`config.mk`:
```
export PLATFORM = sky130hd
export DESIGN_NAME = regfile_write_port
export DESIGN_NICKNAME = d
export VERILOG_FILES = /design/src/rtl/regfile_write_port_pkg.sv /design/src/rtl/regfile_write_port_decoder5_32.sv /design/src/rtl/regfile_write_port.sv
export SDC_FILE = /design/constraint.sdc
export NUM_CORES = 2
export LEC_CHECK = 0
export ABC_AREA = 0
export CAP_MARGIN = 25
export CORE_AREA = 2 2 430 432
export CTS_CLUSTER_DIAMETER = 80
export CTS_CLUSTER_SIZE = 16
export DETAILED_ROUTE_END_ITERATION = 7
export DIE_AREA = 0 0 432 434
export GPL_TIMING_DRIVEN = 0
export PLACE_DENSITY = 0.49
export SETUP_SLACK_MARGIN = 0.4
export SYNTH_ARGS = -nofsm -noshare
export SYNTH_HDL_FRONTEND = slang
export SYNTH_HIERARCHICAL = 1
export SYNTH_SLANG_ARGS = --single-unit
```
`constraint.sdc`:
```
create_clock -name clk -period 3.3 [get_ports clk]
set_input_delay 0.33 -clock clk [delete_from_list [all_inputs] [get_ports clk]]
set_output_delay 0.33 -clock clk [all_outputs]
set_load 0.01 [all_outputs]
```
`src/rtl/regfile_write_port_pkg.sv`:
```
// rtl/regfile_write_port_pkg.sv - shared constants and types for the register-file write port
package regfile_write_port_pkg;

  localparam int NUM_REGS = 32;
  localparam int ADDR_W   = 5;
  localparam int DATA_W   = 32;
  localparam int CNT_W    = 16;

  typedef logic [DATA_W-1:0] word_t;
  typedef logic [ADDR_W-1:0] addr_t;
  typedef logic [CNT_W-1:0]  cnt_t;
  typedef word_t [NUM_REGS-1:0] rf_t;

endpackage

```
`src/rtl/regfile_write_port_decoder5_32.sv`:
```
// rtl/regfile_write_port_decoder5_32.sv - 5-to-32 one-hot write-enable decoder
module decoder5_32
  import regfile_write_port_pkg::*;
(
  input  logic                en_i,
  input  addr_t               addr_i,
  output logic [NUM_REGS-1:0] onehot_o
);

  always_comb begin
    onehot_o = '0;
    for (int k = 0; k < NUM_REGS; k++) begin
      onehot_o[k] = en_i && (addr_i == ADDR_W'(k));
    end
  end

endmodule

```
`src/rtl/regfile_write_port.sv`:
```
// rtl/regfile_write_port.sv - 32x32 register file write side with forwarding and commit counter
module regfile_write_port
  import regfile_write_port_pkg::*;
(
  input  logic  clk,
  input  logic  rst_n,
  input  logic  wr_en,
  input  addr_t wr_addr,
  input  word_t wr_data,
  output rf_t   RF,
  output logic  fwd_valid,
  output addr_t fwd_addr,
  output word_t fwd_data,
  output cnt_t  wr_count
);

  logic [NUM_REGS-1:0] enable;
  logic                commit;

  logic  fwd_valid_q, fwd_valid_d;
  addr_t fwd_addr_q,  fwd_addr_d;
  word_t fwd_data_q,  fwd_data_d;
  cnt_t  wr_count_q,  wr_count_d;

  decoder5_32 u_decoder (
    .en_i     (wr_en),
    .addr_i   (wr_addr),
    .onehot_o (enable)
  );

  // A write to register 0 decodes but is discarded, so it never commits.
  assign commit = (|enable) && !enable[0];

  assign RF[0] = '0;

  for (genvar k = 1; k < NUM_REGS; k++) begin : g_row
    word_t row_q;

    always_ff @(posedge clk) begin
      if (!rst_n) begin
        row_q <= '0;
      end else if (enable[k]) begin
        row_q <= wr_data;
      end
    end

    assign RF[k] = row_q;
  end

  always_comb begin
    fwd_valid_d = commit;
    fwd_addr_d  = fwd_addr_q;
    fwd_data_d  = fwd_data_q;
    wr_count_d  = wr_count_q;
    if (commit) begin
      fwd_addr_d = wr_addr;
      fwd_data_d = wr_data;
      wr_count_d = wr_count_q + 1'b1;
    end
  end

  always_ff @(posedge clk) begin
    if (!rst_n) begin
      fwd_valid_q <= 1'b0;
      fwd_addr_q  <= '0;
      fwd_data_q  <= '0;
      wr_count_q  <= '0;
    end else begin
      fwd_valid_q <= fwd_valid_d;
      fwd_addr_q  <= fwd_addr_d;
      fwd_data_q  <= fwd_data_d;
      wr_count_q  <= wr_count_d;
    end
  end

  assign fwd_valid = fwd_valid_q;
  assign fwd_addr  = fwd_addr_q;
  assign fwd_data  = fwd_data_q;
  assign wr_count  = wr_count_q;

endmodule

```
# After elaboration in Yosys (flattened, before gate mapping)

Index checks and enable logic that the tools add are counted.

Register bits after elaboration: 1046
Latch bits: 0
Bits in writable memories: 0
Bits in read-only memories: 0
Logic and storage cells: 103
Memories: 0

$add $sub $neg: 1
Multiply operators: 0
Divide/modulo/power cells: 0
Magnitude comparators: 0
Equality and inequality tests: 31
Shift operators: 0
Muxes and demuxes: 0
Bitwise gates (word level): 0
Reduce and logical (&&, ||, !) cells: 36

Operators with widths:

| operator              | count |
|---|---|
| $eq 5x5->1 const B    | 16 |
| $eq 5x4->1 const B    | 8 |
| $logic_and 1x1->1     | 33 |
| $reduce_or 32->1      | 1 |
| $eq 5x3->1 const B    | 4 |
| $add 16x1->16 const B | 1 |
| $eq 5x2->1 const B    | 2 |
| $eq 5x1->1 const B    | 1 |
| $logic_not 5->1       | 1 |
| $logic_not 1->1       | 1 |

# Logic depth before layout (Yosys ltp)

Depth after elaboration: 4
Mapped depth: 11

# Cells and area by module

Netlist, hierarchy kept.

By module, submodules not included:

| module             | times used | cells each | area an instance (um^2) | sequential area each (um^2) |
|---|---|---|---|---|
| regfile_write_port | 1          | 3609       | 37300.8                 | 20940.1 |
| decoder5_32        | 1          | 47         | 230.2                   | 0.0 |

# Least setup slack after synthesis

OpenSTA, ideal clock, no wires.

Path kind: input-to-reg
Start point: input port wr_addr[4]
End point: register wr_count_q[11] (netlist: wr_count[11])
Library setup time: 71 ps
Arrival time: 2202 ps
Data required time: 3229 ps
Slack: 1027 ps
Stages: 9
Buffers on the path: 2
Path through: or4b_1 nor2_1 buf_2 nor4_1 nand4_1 o21bai_4 buf_6 or4_1 a21oi_1

Cells in the longest elaborated chain, start to end: 4
Elaborated cells between the ends (all ways): 67
Classes of those cells: eq/ne (31); reduce/logical (36)

Ends and longest elaborated chain:

| element                | RTL line                             | text |
|---|---|---|
| start: declaration     | regfile_write_port.sv:8              | `input addr_t wr_addr,` |
| $eq 5x2->1             | regfile_write_port_decoder5_32.sv:13 | `onehot_o[k] = en_i && (addr_i == ADDR_W'(k));` |
| $logic_and 1x1->1      | regfile_write_port_decoder5_32.sv:13 |  |
| via enable[2]          | regfile_write_port.sv:17             | `logic [NUM_REGS-1:0] enable;` |
| $reduce_or 32->1       | regfile_write_port.sv:32             | `assign commit = (\|enable) && !enable[0];` |
| $logic_and 1x1->1      | regfile_write_port.sv:32             |  |
| end signal: assignment | regfile_write_port.sv:72             | `wr_count_q <= wr_count_d;` |
| end: declaration       | regfile_write_port.sv:23             | `cnt_t wr_count_q, wr_count_d;` |

The timed path passes the listed nets, and every way through them passes these cells.
A chain may end at the register's enable or synchronous reset.

# Final worst setup path

Start point: input port wr_addr[1]
End point: register wr_count_q[9] (netlist: wr_count[9])

Cells in the longest elaborated chain, start to end: 4
Elaborated cells between the ends (all ways): 67
Classes of those cells: eq/ne (31); reduce/logical (36)

Ends and longest elaborated chain:

| element           | RTL line |
|---|---|
| $eq 5x5->1        | regfile_write_port_decoder5_32.sv:13 |
| $logic_and 1x1->1 | regfile_write_port_decoder5_32.sv:13 |
| via enable[24]    | regfile_write_port.sv:17 |
| $reduce_or 32->1  | regfile_write_port.sv:32 |
| $logic_and 1x1->1 | regfile_write_port.sv:32 |

The timed path passes the listed nets, and every way through them passes these cells.

==> results.md <==
* Slew Limit Fails at 0
* HPWL after DPL at 165.9 mm
* Antenna Nets Post-Route at 0
* Avg Vias per Cell at approximately 4.2
* Root buf cell: clkbuf_16
* Tmin final at between 2 and 3 ns
* # setup viols final at 0
* Vias in the first global route at 29432
* Post-synthesis sequential area ratio at 0.5579
* Critical path data required time at 3.96 ns
* Drt drc at 0
* Max-Cap Viols at 0
* Vias at between 30000 and 40000
* Ys flop type: dfxtp_1
* Tcrit/Tclk final at 0.8650
* Yosys reg bits at 1046
* Multiplexer area fraction after synthesis at 0.2646
* Most frequent cell after synthesis: dfxtp_1
* CP Cell Sequence: clkdlybuf4s50_1 -> or2_2 -> clkbuf_2 -> nor2_1 -> buf_2 -> nor4_1 -> nand4_1 -> o21bai_4 -> buf_12 -> buf_6 -> or4_1 -> a21oi_1
* Share of layout cells above drive strength 1 at 0.05659
* Worst skew pair latency at 0.73 ns
* Run status: completed
* Die Ht at 434 µm
* Final #Nets at 4954
* Worst Setup Slack post-DPL at -0.5620 ns
* Core area at approximately 0.18 mm²
* CTS tree: built
* Final Total Pwr at around 25 mW
* Filler cells at 19030
* Initial antenna violation count at 26
* Yosys top cell area share at 0.5579
* Gpl congestion at between 0.8 and 0.9
* Worst setup path category: in2reg
* Netlist cell types at 35
* Avg Synthesized Cell Area at approximately 10 µm²
* Hold Path Class: in2reg
* Critical Path AT at 3.51 ns
* Cts bufs inserted at 84
* Post-synthesis adder-cell area fraction at 0.0003334
* Crit-path slowest cell: clkdlybuf4s50_1
* Die W at between 400 and 500 µm
* Max Clk Rate at 0.3503 GHz
* Post-Synth XOR/XNOR Area at 0.0002334
* Slowest stage delay, CP at about 0.67 ns
* Startpoint types: input port
* Asr flop ratio synth at 0
* Sequential cell area at 0.02094 mm²
* Total I/O pin count at about 1100
* Met3 global-route usage at 0.04616
* Post-Route WL at 210.2 mm
* Maximum VDD drop at 0.3223 mV
* First-pass GRT wire length at 271.6 mm
* Post-synth EDFFs at 0
* Synth warn at 6
* # clock sinks at 1046
* Area Overhead vs Synth at 46.72%
* Clk_skew at 0.004014 ns
* RSZ-0062 raised after global routing: false
* Global Route Usage Sum at 0.2146
* Top cells by area, synth: dfxtp_1, mux2i_1, nor2_1, clkbuf_1, buf_4
* DRT Pass-1 Iters at 5
* Synth Area in Simple Gates at 0.1215
* FP Rows at 157
* Slew margin rel. at 0.2323
* Setup tns final at 0 ns
* Area taken by multi-input logic gates at 0.01500 mm²
* CP Capture Type: flop
* Main combinational cell family by area after synthesis: multiplexers
* Starting Density at 0.2057
* Clock Tree Buf Depth at 3
* Setup ws final at 0.4456 ns
* Mapped cell area at 0.03753 mm²
* M2 GR Usage at 0.3624
* CTS clk-pin slew, worst paths at 0.08 ns
* Most used routing layer: met2
* First DRT Iteration DRCs at between 2000 and 2500
* Pleak at between 15 and 20 nW
* Least-Margin Pin Slew at 1.152 ns
* Compound-Gate Fraction of Synth Area at 0.009901
* Die Footprint at 0.1875 mm²
* Synth top cells by count: dfxtp_1, nor2_1, mux2i_1
* Syn Inst Count at 3656
* Pin count of the biggest net entering global routing at 17
* GR Layer Usage met1 at 0.2617
* Fin. Hold Viols at 0
* Synth area leader: dfxtp_1
* PortBufs at ~1100
* Pwr dens at 460.8 mW/mm²
* H-tree depth at 3
* Routed WL per cell at 28.59 µm
* Grt ovf at 0
* CP Max Fanout at 10
timing repair:
action	CTS	global route
buffers inserted	2	0
endpoints found under the setup margin	50	56
hold buffers	1	0
pin swaps	1	0
hold endpoints to repair	1	0
resized for setup	2	7
per-stage QoR:
step	instance area (µm²)	cells	utilization	hold slack, ns
after floorplan	37650	3687	-	0.4626
after global placement	51480	7156	0.2821	0.4469
after detailed placement	52320	7205	0.2867	0.4537
after CTS	54960	7329	0.3012	0.1311
after global routing	55030	7335	0.3015	0.1266
final	55070	7351	0.3017	0.1476
cell type report:
cell class,count,area share
multi-input cells,2251,0.2725
repair buffers,1140,0.2139
plain buffers,386,0.03079
clock buffers,98,0.04174
inverters,4,0.0002727
well taps,2385,0.05419
flip-flops and latches,1046,0.3803
diodes,18,0.0008180
clock inverters,23,0.005567
flip-flops by register name, summed over array words and instances (netlist names):
name and flops:
g_row.row_q 992, fwd_data 32, wr_count 16, fwd_addr 5, fwd_valid 1
final timing paths:
| check | start | to | slack, ns | cells after the start |
|---|---|---|---|---|
| max | wr_addr[1] | wr_count[9]$_SDFFE_PN0P_ | 0.45 | 12 |
| min | wr_addr[4] | fwd_addr[4]$_SDFFE_PN0P_ | 0.15 | 3 |
| min reg2reg | fwd_data[17]$_SDFFE_PN0P_ | fwd_data[17]$_SDFFE_PN0P_ | 0.46 | 2 |
| max reg2reg | wr_count[0]$_SDFFE_PN0P_ | wr_count[10]$_SDFFE_PN0P_ | 1.34 | 5 |
routing by layer:
metal / share of wire / routed length (µm) / up-vias
li1: - / - / 14513
met1: 0.42 / 87660 / 15377
met2: 0.48 / 101200 / 1080
met3: 0.059 / 12480 / 230
met4: 0.042 / 8772 / 6
met5: 0.00015 / 32 / -
cell usage in the layout, fill, tap and decap left out, types with 4 or more instances in the layout:
master	instances
diode_2	18
mux2i_1	992
clkinv_8	6
clkdlybuf4s50_1	1076
nor2_1	1029
buf_16	10
dfxtp_1	1046
or3_1	5
or4_1	8
buf_2	49
buf_4	37
nor4_1	7
nand3_1	41
nand4_1	5
o21ai_1	39
clkbuf_16	87
inv_6	4
conb_1	32
buf_1	25
clkbuf_8	8
clkinv_2	5
a21oi_1	12
buf_6	11
o31ai_1	9
buf_8	38
nand2_1	47
clkbuf_2	8
clkbuf_1	269
kinds of logic (layout without fill, tap and decap cells):
family,Yosys count,after routing
and+or+nand+nor,1159,1159
DFF,1046,1046
muxes,992,992
buffers and inverters,390,1651
AOI/OAI and AO/OA,66,66
adders and majority gates,1,1
other,1,50
xor gates and xnor gates,1,1
where the power goes:
part / switching, mW / internal, mW
clock network: 5.22 / 5.24
registers: 0.0889 / 12.8
logic: 1.41 / 0.664
critical path, delay by kind of cell:
kind | cells | cell delay (ns)
buffers and inverters | 5 | 1.50
AOI/OAI and AO/OA | 2 | 0.26
and+or+nand+nor | 5 | 1.41
Note: power is estimated with default switching activity, not from simulation.
